`config.mk`:
```
export PLATFORM = sky130hd
export DESIGN_NAME = remote_comm
export DESIGN_NICKNAME = d
export VERILOG_FILES = /design/src/rtl/remote_comm_pkg.sv /design/src/rtl/remote_comm_uart.sv /design/src/rtl/remote_comm.sv
export SDC_FILE = /design/constraint.sdc
export NUM_CORES = 1
export LEC_CHECK = 0
export ABC_AREA = 1
export CORE_MARGIN = 10
export CORE_UTILIZATION = 35
export CTS_CLUSTER_DIAMETER = 120
export DETAILED_ROUTE_END_ITERATION = 6
export PLACE_DENSITY_LB_ADDON = 0.12
export SYNTH_ARGS = -nofsm -noshare
export SYNTH_HDL_FRONTEND = slang
export SYNTH_SLANG_ARGS = --single-unit
```
`constraint.sdc`:
```
create_clock -name clk -period 2.4 [get_ports clk]
set_clock_uncertainty 0.05 [all_clocks]
set_input_delay 0.36 -clock clk [delete_from_list [all_inputs] [get_ports clk]]
set_output_delay 0.36 -clock clk [all_outputs]
set_load 0.01 [all_outputs]
```
`src/rtl/remote_comm_pkg.sv`:
```
// Shared types and response codes for the host command sender and the robot side.
package remote_comm_pkg;

  typedef enum logic [1:0] {IDLE, TX_HI, TX_LO, WAIT_RESP} rc_state_t;

  localparam logic [7:0] ACK     = 8'hA5;
  localparam logic [7:0] POS_ACK = 8'h5A;

endpackage

```
`src/rtl/remote_comm_uart.sv`:
```
// 8N1 UART transceiver: tx_done is a level cleared by trmt; rx_rdy is a level
// cleared by clr_rx_rdy or by the next start bit.
module remote_comm_uart #(
  parameter int unsigned BAUD_DIV = 2604
) (
  input  logic       clk,
  input  logic       rst_n,
  input  logic       RX,
  output logic       TX,
  output logic       rx_rdy,
  input  logic       clr_rx_rdy,
  output logic [7:0] rx_data,
  input  logic       trmt,
  input  logic [7:0] tx_data,
  output logic       tx_done
);
  localparam int unsigned BW = (BAUD_DIV < 2) ? 1 : $clog2(BAUD_DIV);
  localparam logic [BW-1:0] BAUD_LAST = BW'(BAUD_DIV - 1);
  // First sample lands mid start bit; the two-flop synchroniser delay is taken out.
  localparam logic [BW-1:0] BAUD_HALF = BW'((BAUD_DIV >= 4) ? (BAUD_DIV / 2 - 2) : 0);

  logic [9:0]    tx_shift_q, tx_shift_d;
  logic          tx_busy_q, tx_busy_d;
  logic [BW-1:0] tx_baud_q, tx_baud_d;
  logic [3:0]    tx_bit_q, tx_bit_d;
  logic          tx_done_q, tx_done_d;

  logic          rx_sync1_q, rx_sync2_q;
  logic          rx_busy_q, rx_busy_d;
  logic [BW-1:0] rx_baud_q, rx_baud_d;
  logic [3:0]    rx_bit_q, rx_bit_d;
  logic [8:0]    rx_shift_q, rx_shift_d;
  logic          rx_rdy_q, rx_rdy_d;
  logic [7:0]    rx_data_q, rx_data_d;

  always_comb begin
    tx_shift_d = tx_shift_q;
    tx_busy_d  = tx_busy_q;
    tx_baud_d  = tx_baud_q;
    tx_bit_d   = tx_bit_q;
    tx_done_d  = tx_done_q;
    if (trmt) begin
      tx_shift_d = {1'b1, tx_data, 1'b0};
      tx_busy_d  = 1'b1;
      tx_baud_d  = '0;
      tx_bit_d   = '0;
      tx_done_d  = 1'b0;
    end else if (tx_busy_q) begin
      if (tx_baud_q == BAUD_LAST) begin
        tx_baud_d  = '0;
        tx_shift_d = {1'b1, tx_shift_q[9:1]};
        tx_bit_d   = tx_bit_q + 4'd1;
        if (tx_bit_q == 4'd9) begin
          tx_busy_d = 1'b0;
          tx_done_d = 1'b1;
        end
      end else begin
        tx_baud_d = tx_baud_q + 1'b1;
      end
    end
  end

  always_comb begin
    rx_busy_d  = rx_busy_q;
    rx_baud_d  = rx_baud_q;
    rx_bit_d   = rx_bit_q;
    rx_shift_d = rx_shift_q;
    rx_data_d  = rx_data_q;
    rx_rdy_d   = clr_rx_rdy ? 1'b0 : rx_rdy_q;
    if (!rx_busy_q) begin
      if (!rx_sync2_q) begin
        rx_busy_d = 1'b1;
        rx_baud_d = BAUD_HALF;
        rx_bit_d  = '0;
        rx_rdy_d  = 1'b0;
      end
    end else if (rx_baud_q == '0) begin
      rx_baud_d  = BAUD_LAST;
      rx_shift_d = {rx_sync2_q, rx_shift_q[8:1]};
      rx_bit_d   = rx_bit_q + 4'd1;
      if (rx_bit_q == 4'd0 && rx_sync2_q) begin
        rx_busy_d = 1'b0;
      end else if (rx_bit_q == 4'd9) begin
        rx_busy_d = 1'b0;
        rx_rdy_d  = 1'b1;
        rx_data_d = rx_shift_q[8:1];
      end
    end else begin
      rx_baud_d = rx_baud_q - 1'b1;
    end
  end

  always_ff @(posedge clk or negedge rst_n) begin
    if (!rst_n) begin
      tx_shift_q <= '1;
      tx_busy_q  <= 1'b0;
      tx_baud_q  <= '0;
      tx_bit_q   <= '0;
      tx_done_q  <= 1'b0;
      rx_sync1_q <= 1'b1;
      rx_sync2_q <= 1'b1;
      rx_busy_q  <= 1'b0;
      rx_baud_q  <= '0;
      rx_bit_q   <= '0;
      rx_shift_q <= '0;
      rx_rdy_q   <= 1'b0;
      rx_data_q  <= '0;
    end else begin
      tx_shift_q <= tx_shift_d;
      tx_busy_q  <= tx_busy_d;
      tx_baud_q  <= tx_baud_d;
      tx_bit_q   <= tx_bit_d;
      tx_done_q  <= tx_done_d;
      rx_sync1_q <= RX;
      rx_sync2_q <= rx_sync1_q;
      rx_busy_q  <= rx_busy_d;
      rx_baud_q  <= rx_baud_d;
      rx_bit_q   <= rx_bit_d;
      rx_shift_q <= rx_shift_d;
      rx_rdy_q   <= rx_rdy_d;
      rx_data_q  <= rx_data_d;
    end
  end

  assign TX      = tx_shift_q[0];
  assign tx_done = tx_done_q;
  assign rx_rdy  = rx_rdy_q;
  assign rx_data = rx_data_q;

endmodule

```
`src/rtl/remote_comm.sv`:
```
// Host command sender: sends a 16-bit command as two UART bytes (high first),
// then waits for the robot's one-byte response or a response timeout.
module remote_comm
  import remote_comm_pkg::*;
#(
  parameter int unsigned RESP_TIMEOUT = 1_000_000,
  parameter int unsigned BAUD_DIV     = 2604
) (
  input  logic        clk,
  input  logic        rst_n,
  input  logic        snd_cmd,
  input  logic [15:0] cmd,
  input  logic        clr_resp_rdy,
  input  logic        RX,
  output logic        TX,
  output logic        busy,
  output logic        cmd_snt,
  output logic [7:0]  resp,
  output logic        resp_rdy,
  output logic        timeout
);
  localparam int unsigned CW = (RESP_TIMEOUT == 0) ? 1 : $clog2(RESP_TIMEOUT + 1);
  localparam logic [CW-1:0] CNT_LAST = CW'(RESP_TIMEOUT - 1);

  rc_state_t     state_q, state_d;
  logic [15:0]   cmd_q, cmd_d;
  logic [7:0]    resp_q, resp_d;
  logic          resp_rdy_q, resp_rdy_d;
  logic          cmd_snt_q, cmd_snt_d;
  logic          timeout_q, timeout_d;
  logic [CW-1:0] cnt_q, cnt_d;

  logic       trmt, tx_done, rx_rdy, clr_rx_rdy;
  logic [7:0] tx_data, rx_data;

  remote_comm_uart #(.BAUD_DIV(BAUD_DIV)) u_uart (
    .clk        (clk),
    .rst_n      (rst_n),
    .RX         (RX),
    .TX         (TX),
    .rx_rdy     (rx_rdy),
    .clr_rx_rdy (clr_rx_rdy),
    .rx_data    (rx_data),
    .trmt       (trmt),
    .tx_data    (tx_data),
    .tx_done    (tx_done)
  );

  always_comb begin
    state_d    = state_q;
    cmd_d      = cmd_q;
    resp_d     = resp_q;
    resp_rdy_d = clr_resp_rdy ? 1'b0 : resp_rdy_q;
    cmd_snt_d  = 1'b0;
    timeout_d  = 1'b0;
    cnt_d      = cnt_q;
    trmt       = 1'b0;
    clr_rx_rdy = 1'b0;
    // High byte comes straight from cmd so the start bit is not delayed by cmd_q.
    tx_data    = (state_q == IDLE) ? cmd[15:8] : cmd_q[7:0];
    unique case (state_q)
      IDLE: begin
        clr_rx_rdy = rx_rdy;
        if (snd_cmd) begin
          cmd_d      = cmd;
          trmt       = 1'b1;
          resp_rdy_d = 1'b0;
          state_d    = TX_HI;
        end
      end
      TX_HI: begin
        if (tx_done) begin
          trmt    = 1'b1;
          state_d = TX_LO;
        end
      end
      TX_LO: begin
        if (tx_done) begin
          cmd_snt_d = 1'b1;
          cnt_d     = '0;
          state_d   = WAIT_RESP;
        end
      end
      WAIT_RESP: begin
        cnt_d = cnt_q + 1'b1;
        if (rx_rdy) begin
          resp_d     = rx_data;
          resp_rdy_d = 1'b1;
          clr_rx_rdy = 1'b1;
          state_d    = IDLE;
        end else if (RESP_TIMEOUT != 0 && cnt_q == CNT_LAST) begin
          timeout_d = 1'b1;
          state_d   = IDLE;
        end
      end
    endcase
  end

  always_ff @(posedge clk or negedge rst_n) begin
    if (!rst_n) begin
      state_q    <= IDLE;
      cmd_q      <= '0;
      resp_q     <= '0;
      resp_rdy_q <= 1'b0;
      cmd_snt_q  <= 1'b0;
      timeout_q  <= 1'b0;
      cnt_q      <= '0;
    end else begin
      state_q    <= state_d;
      cmd_q      <= cmd_d;
      resp_q     <= resp_d;
      resp_rdy_q <= resp_rdy_d;
      cmd_snt_q  <= cmd_snt_d;
      timeout_q  <= timeout_d;
      cnt_q      <= cnt_d;
    end
  end

  assign busy     = (state_q != IDLE);
  assign cmd_snt  = cmd_snt_q;
  assign resp     = resp_q;
  assign resp_rdy = resp_rdy_q;
  assign timeout  = timeout_q;

endmodule

```
; Word level (Yosys, flattened, before mapping)
; Index checks and enable logic that the tools add are counted.
[totals]
wordCells = 113
ff_bits = 106
in_bits = 21
[op_classes]
reduce_logical = 18
n_mux = 56
add_sub_neg = 5
bitwise = 1
n_eq_ne = 13
[op_table]
columns = op, count
row1 = $mux 12, 6
row2 = $pmux 20 s2, 1
row3 = $mux 10, 3
row4 = $mux 1, 29
row5 = $mux 4, 6
row6 = $add 20x1->20 const B, 1
row7 = $eq 20x20->1 const B, 1
row8 = $mux 20, 1
row9 = $add 12x1->12 const B, 1
row10 = $eq 12x12->1 const B, 1
row11 = $logic_not 12->1, 1
row12 = $reduce_and 2->1, 6
row13 = $sub 12x1->12 const B, 1
row14 = $mux 2, 5
row15 = $reduce_bool 2->1, 5
row16 = $add 4x1->4 const B, 2
row17 = $eq 4x4->1 const B, 2
row18 = $mux 8, 1
row19 = $pmux 2 s4, 1
row20 = $reduce_and 4->1, 2
row21 = $ne 2x2->1 const B, 3
row22 = $pmux 1 s2, 3
row23 = $eq 2x2->1 const B, 2
row24 = $logic_not 4->1, 1
row25 = other kinds (7), 8

; Logic depth before layout (Yosys ltp)
[logic_depth]
word_depth = 7
depth_mapped = 12
depth_no_buf = 11

; Cells and area by module
; Synthesis repeated with hierarchy kept, for this count alone.
[hier_totals]
cells_unflattened = 706
area_unflattened_um2 = 5532.8
[by_module_without_submodules]
columns = module, n_inst, area_per_inst_um2, seq_area_each_um2, cells_per_inst
row1 = remote_comm_uart, 1, 3338.2, 1590.3, 430
row2 = remote_comm, 1, 2194.6, 1026.0, 276

; Least setup slack after synthesis
; No wires, ideal clock.
[synth_timing]
path_kind = register to register
from = reg state_q[0]
to = reg u_uart.tx_baud_q[5]
slack_ns = 0.691
n_path_buf = 2
t_arrival_ns = 1.536
period_less_slack_ns = 1.709
setup_ns = 0.123
stages_incl_launch_ff = 12
cell_sequence = dfrtp_1 -> inv_1 -> ha_1 -> buf_6 -> nand2_8 -> nand2_8 -> nor2_8 -> inv_6 -> buf_12 -> nand2_4 -> xor2_1 -> a21oi_2
[synth_between]
elab_chain_cells = 3
[synth_lines]
columns = element, line_no
row1 = start: declaration, remote_comm.sv:25  ; rc_state_t state_q, state_d;
row2 = start signal: assignment, remote_comm.sv:109  ; state_q <= state_d;
row3 = $eq 2x1->1 or $logic_not 2->1 (tied branches), remote_comm.sv:61  ; unique case (state_q)
row4 = $pmux 1 s2 (*), remote_comm.sv:61
row5 = $mux 12 or $reduce_bool 2->1 (tied branches), -
row6 = end signal: assignment, remote_comm_uart.sv:111  ; tx_baud_q <= tx_baud_d;
row7 = end: declaration, remote_comm_uart.sv:24  ; logic [BW-1:0] tx_baud_q, tx_baud_d;
; Mark *: on every way between the ends. The rest lies on a longest branch, timed or not.
; A chain may end at the register's enable or synchronous reset.

; Worst setup path after layout
[layout_timing]
from = reg state_q[0]
to = out busy
[layout_between]
elab_chain_cells = 1
[layout_lines]
columns = element, line_no
row1 = $reduce_bool 2->1, remote_comm.sv:119  ; assign busy = (state_q != IDLE);
row2 = end: declaration, remote_comm.sv:16  ; output logic busy,
; No other way between the ends.

==> impl_summary.txt <==
----------------------------------------------------
[Status]
  Run status ... finished, final reports clean

[Power and ir drop]
  Pwr Density ... 776.2 mW/mm^2
  Internal Power ... 3.266 mW
  Switching Power ... 1.619 mW
  Clock power frac ... 29.8%
  Fraction of power spent switching nets ... 33.15%
  Reg power frac ... 45.1%
  Leak ... 2.903 nW
  Worst vdd rail ir drop ... 0.4281 mV
  Combinational group share of total power ... 25.1%
  Tot Pwr ... 4.885 mW

[Yosys]
  Post-synthesis compound-gate area fraction ... 8.356%
  Post-Synthesis Cell Area ... 0.005480 mm^2
  Register bit count reported by yosys ... 104
  Mean Syn Cell Area ... 8.316 um^2
  Number of warnings issued by yosys ... 0
  Net count after synthesis ... 693
  Share of the synthesized netlist area taken by xor and xnor gates ... 1.918%
  Count of flip-flops with a built-in enable after synthesis ... 0
  Main combinational cell family by area after synthesis ... simple AND/OR/NAND/NOR gates
  Mux contribution to synthesized area ... 3.288%
  Synth Instances ... 659
  Post-synth cell types ... 39
  Portion of the post-synthesis area used by sequential elements ... 47.74%
  Dominant register cell in the synthesized netlist ... dfrtp_1
  Async set-reset flop share out of synthesis ... 100.0%
  Simple-gate portion of the synthesized area ... 27.28%
  Adder-Cell Fraction of Synth Area ... 2.968%

[Placed design]
  GPL Wtd Cong ... 0.8437
  IO Port Bufs ... 33
  Post-DP HPWL ... 8443 um
  Placed cell area ... 0.005995 mm^2

[STA]
  Post-layout minimum cycle time ... 2.189 ns
  Total Neg Setup Slack ... 0 ns
  Fin. max-slew vios ... 0
  Worst slew margin relative to its limit ... 66.99%
  Final cycle utilization of the critical path ... 91.23%
  Unrepaired setup endpoints after global routing ... no
  Endpoints failing setup ... 0
  Highest achievable clock rate ... 456.7 MHz
  Hold Vio Cnt, Final ... 0
  Transition at the pin with the smallest max-transition slack ... 0.4947 ns

[Global routing]
  Global route total overflow ... 0
  Number of antenna violations at the first check in global routing ... 0
  Global-route wire length before repair ... 20390 um
  Global-route total usage across every layer ... 11.51%
  Largest net degree at the start of global routing ... 76
  Via count of the first global-routing pass ... 4137

[Drt]
  Highest routed metal layer ... met4
  Wire length on met3 ... 391 um
  Number of detailed-routing iterations run before antenna repair ... 4
  Routed via count ... 4269
  Drt via density ... 4.686
  DRC violation count after routing ... 0
  Wire length after detailed routing ... 11770 um
  Met1 Wirelength ... 5605 um
  Post-route antenna net violation count ... 0
  Met2 wire length ... 5589 um
  DR iter-0 viols ... 269
  Wire per inst ... 12.91 um

[CTS]
  Clock transition at the register clock pins on the worst setup and hold paths after CTS ... 0.07 ns
  CTS hold repair buffers ... 1
  Maximum root-to-sink buffer count ... 2
  Root buf cell ... clkbuf_16
  Setup repair bufs after CTS ... 0
  Total clock buffers created by CTS ... 9
  H-tree depth ... 3
  CTS tree ... done
  Skew-Pair Late Insertion Delay ... 0.36 ns
  TritonCTS Sinks ... 104
  Resize count post-CTS ... 0

[Worst setup path]
  Endpoint required time on the critical path ... 1.99 ns
  CP startpoint kind ... register
  Sort of element at the end of the critical path ... primary output
  Register-to-register path setup slack ... 0.46 ns
  Cell type of the slowest stage on the worst timing path ... clkdlybuf4s50_1
  CP most frequent cell ... inv_1
  Worst reg2reg endpoint ... cnt_q[12]$_DFFE_PN0P_
  Arrival time of data at the critical path endpoint ... 1.78 ns
  CP max FO ... 4
  CP bufs+invs ... 3
  Critical Setup Path Class ... reg -> out
  Worst path cell trace ... inv_1 > ha_1 > inv_1 > clkdlybuf4s50_1
  Reg-to-Reg Start ... state_q[1]$_DFFE_PN0P_
  Delay contributed by the slowest stage of the critical path ... 0.55 ns
  Top delay family on crit path ... buffers and inverters
  Number of cells on the worst reg-to-reg path ... 8

[Worst hold path]
  Hold Crit Class ... reg -> reg
  Cells on Worst Hold Path ... 0
  Hold path start ... u_uart.rx_sync1_q$_DFF_PN1_
  End point of the most critical hold path ... u_uart.rx_sync2_q$_DFF_PN1_

[Floorplanning]
  Number of core rows ... 45
  Horizontal extent of the die ... 145.1 um
  Die boundary height ... 145.1 um
  Die area ... 0.02106 mm^2
  Starting Density ... 35.92%
  # IOs ... 34
  Core Box Area ... 0.01526 mm^2

[Final layout]
  Area Growth Syn to Fin ... 14.84%
  Total number of nets in the final design ... 729
  Area taken by flip-flops and latches ... 0.002616 mm^2
  Fill cell total of the finished layout ... 1546
  Area of all placed cells without fillers ... 0.006294 mm^2
  Share of final-layout standard cells stronger than drive strength 1 ... 10.71%
  Multi-input gate area ... 0.002401 mm^2
  End-of-flow core utilization ... 41.25%
  Number of diodes ... 0

[Flow run]
  Count of maximum capacitance violations ... 0

----------------------------------------------------
-- registers in the layout (all words and copies together), names as in the netlist, 2 cells and up --
signal             count
u_uart.rx_shift_q      8
cnt_q                 20
u_uart.tx_baud_q      12
state_q                2
u_uart.tx_bit_q        4
cmd_q                  8
resp                   8
u_uart.rx_bit_q        4
u_uart.tx_shift_q      9
u_uart.rx_data         8
u_uart.rx_baud_q      12
-- power groups by stage --
stage / Combinational [mW] / Clock (mW) / Sequential, mW
6_report: 1.23 / 1.45 / 2.20
2_1_floorplan: 0.972 / 0 / 2.19
3_3_place_gp: 1.22 / 0 / 2.23
3_5_place_dp: 1.24 / 0 / 2.24
4_1_cts: 1.24 / 1.52 / 2.21
5_1_grt: 1.41 / 1.58 / 2.24
-- cell type report --
type | count | share of cell area [%]
Timing Repair Buffer | 40 | 6.282
Multi-Input combinational cell | 456 | 38.15
Clock inverter | 7 | 1.014
Tap cell | 211 | 4.195
Inverter | 84 | 5.209
Clock buffer | 9 | 3.579
Sequential cell | 104 | 41.57
-- layer usage --
metal,GRT usage [%],vias up
met5,0,-
met4,3.943,0
met3,3.043,13
met2,18.08,56
met1,14.99,2018
li1,-,2182
-- per-stage QoR --
stage | worst slack (ns) | hold WS (ns) | instances
2_1_floorplan | 0.6913 | 0.01441 | 659
3_5_place_dp | 0.3753 | 0.2785 | 894
3_3_place_gp | 0.4069 | 0.2733 | 894
5_1_grt | 0.1167 | 0.3164 | 911
6_report | 0.2105 | 0.3089 | 911
4_1_cts | 0.1687 | 0.3105 | 911
-- Yosys cell counts, types with 7 or more instances --
library cell	n	share of area [%]
a21oi_1	12	1.1
a31oi_1	7	0.80
buf_2	7	0.64
dfrtp_1	93	42
dfstp_2	11	5.3
ha_1	13	3.0
inv_1	82	5.6
mux2_2	16	3.3
nand2_1	176	12
nand3_1	46	4.2
nand4_1	13	1.5
nor2_1	79	5.4
nor3_1	10	0.91
o21ai_0	37	3.4
o21ai_2	9	1.4
xor2_1	7	1.1
-- cells in the final DEF (no fill, tap or decap), types with 4 or more instances in the layout --
master	n
dfrtp_1	93
nand2_1	176
xnor2_1	5
dfstp_2	11
xor2_1	7
nand4_1	13
a31oi_1	7
mux2_2	16
o21ai_0	37
inv_1	82
clkbuf_16	9
nand2_8	4
a21oi_1	12
nand3_1	46
nor2_1	79
clkdlybuf4s50_1	32
buf_4	6
inv_8	4
o21ai_2	9
ha_1	13
nor3_1	10
-- worst max-delay path by stage --
| stage | startpoint | end | slack (ns) | cells past startpoint |
|---|---|---|---|---|
| after global placement | snd_cmd | u_uart.tx_baud_q[11]$_DFFE_PN0P_ | 0.41 | 9 |
| after floorplan | state_q[0]$_DFFE_PN0P_ | u_uart.tx_baud_q[5]$_DFFE_PN0P_ | 0.69 | 11 |
| final | state_q[0]$_DFFE_PN0P_ | busy | 0.21 | 4 |
| after global routing | state_q[0]$_DFFE_PN0P_ | busy | 0.12 | 4 |
| after CTS | state_q[0]$_DFFE_PN0P_ | busy | 0.17 | 4 |
| after detailed placement | snd_cmd | u_uart.tx_baud_q[11]$_DFFE_PN0P_ | 0.38 | 8 |
-- cells by family after synthesis --
| logic type | Yosys count |
|---|---|
| muxes | 16 |
| xor gates and xnor gates | 12 |
| buffers and inverters | 99 |
| adders and majority gates | 13 |
| DFF | 104 |
| and+or+nand+nor | 339 |
| AOI/OAI and AO/OA | 76 |
Power figures use the tool's default switching activity.
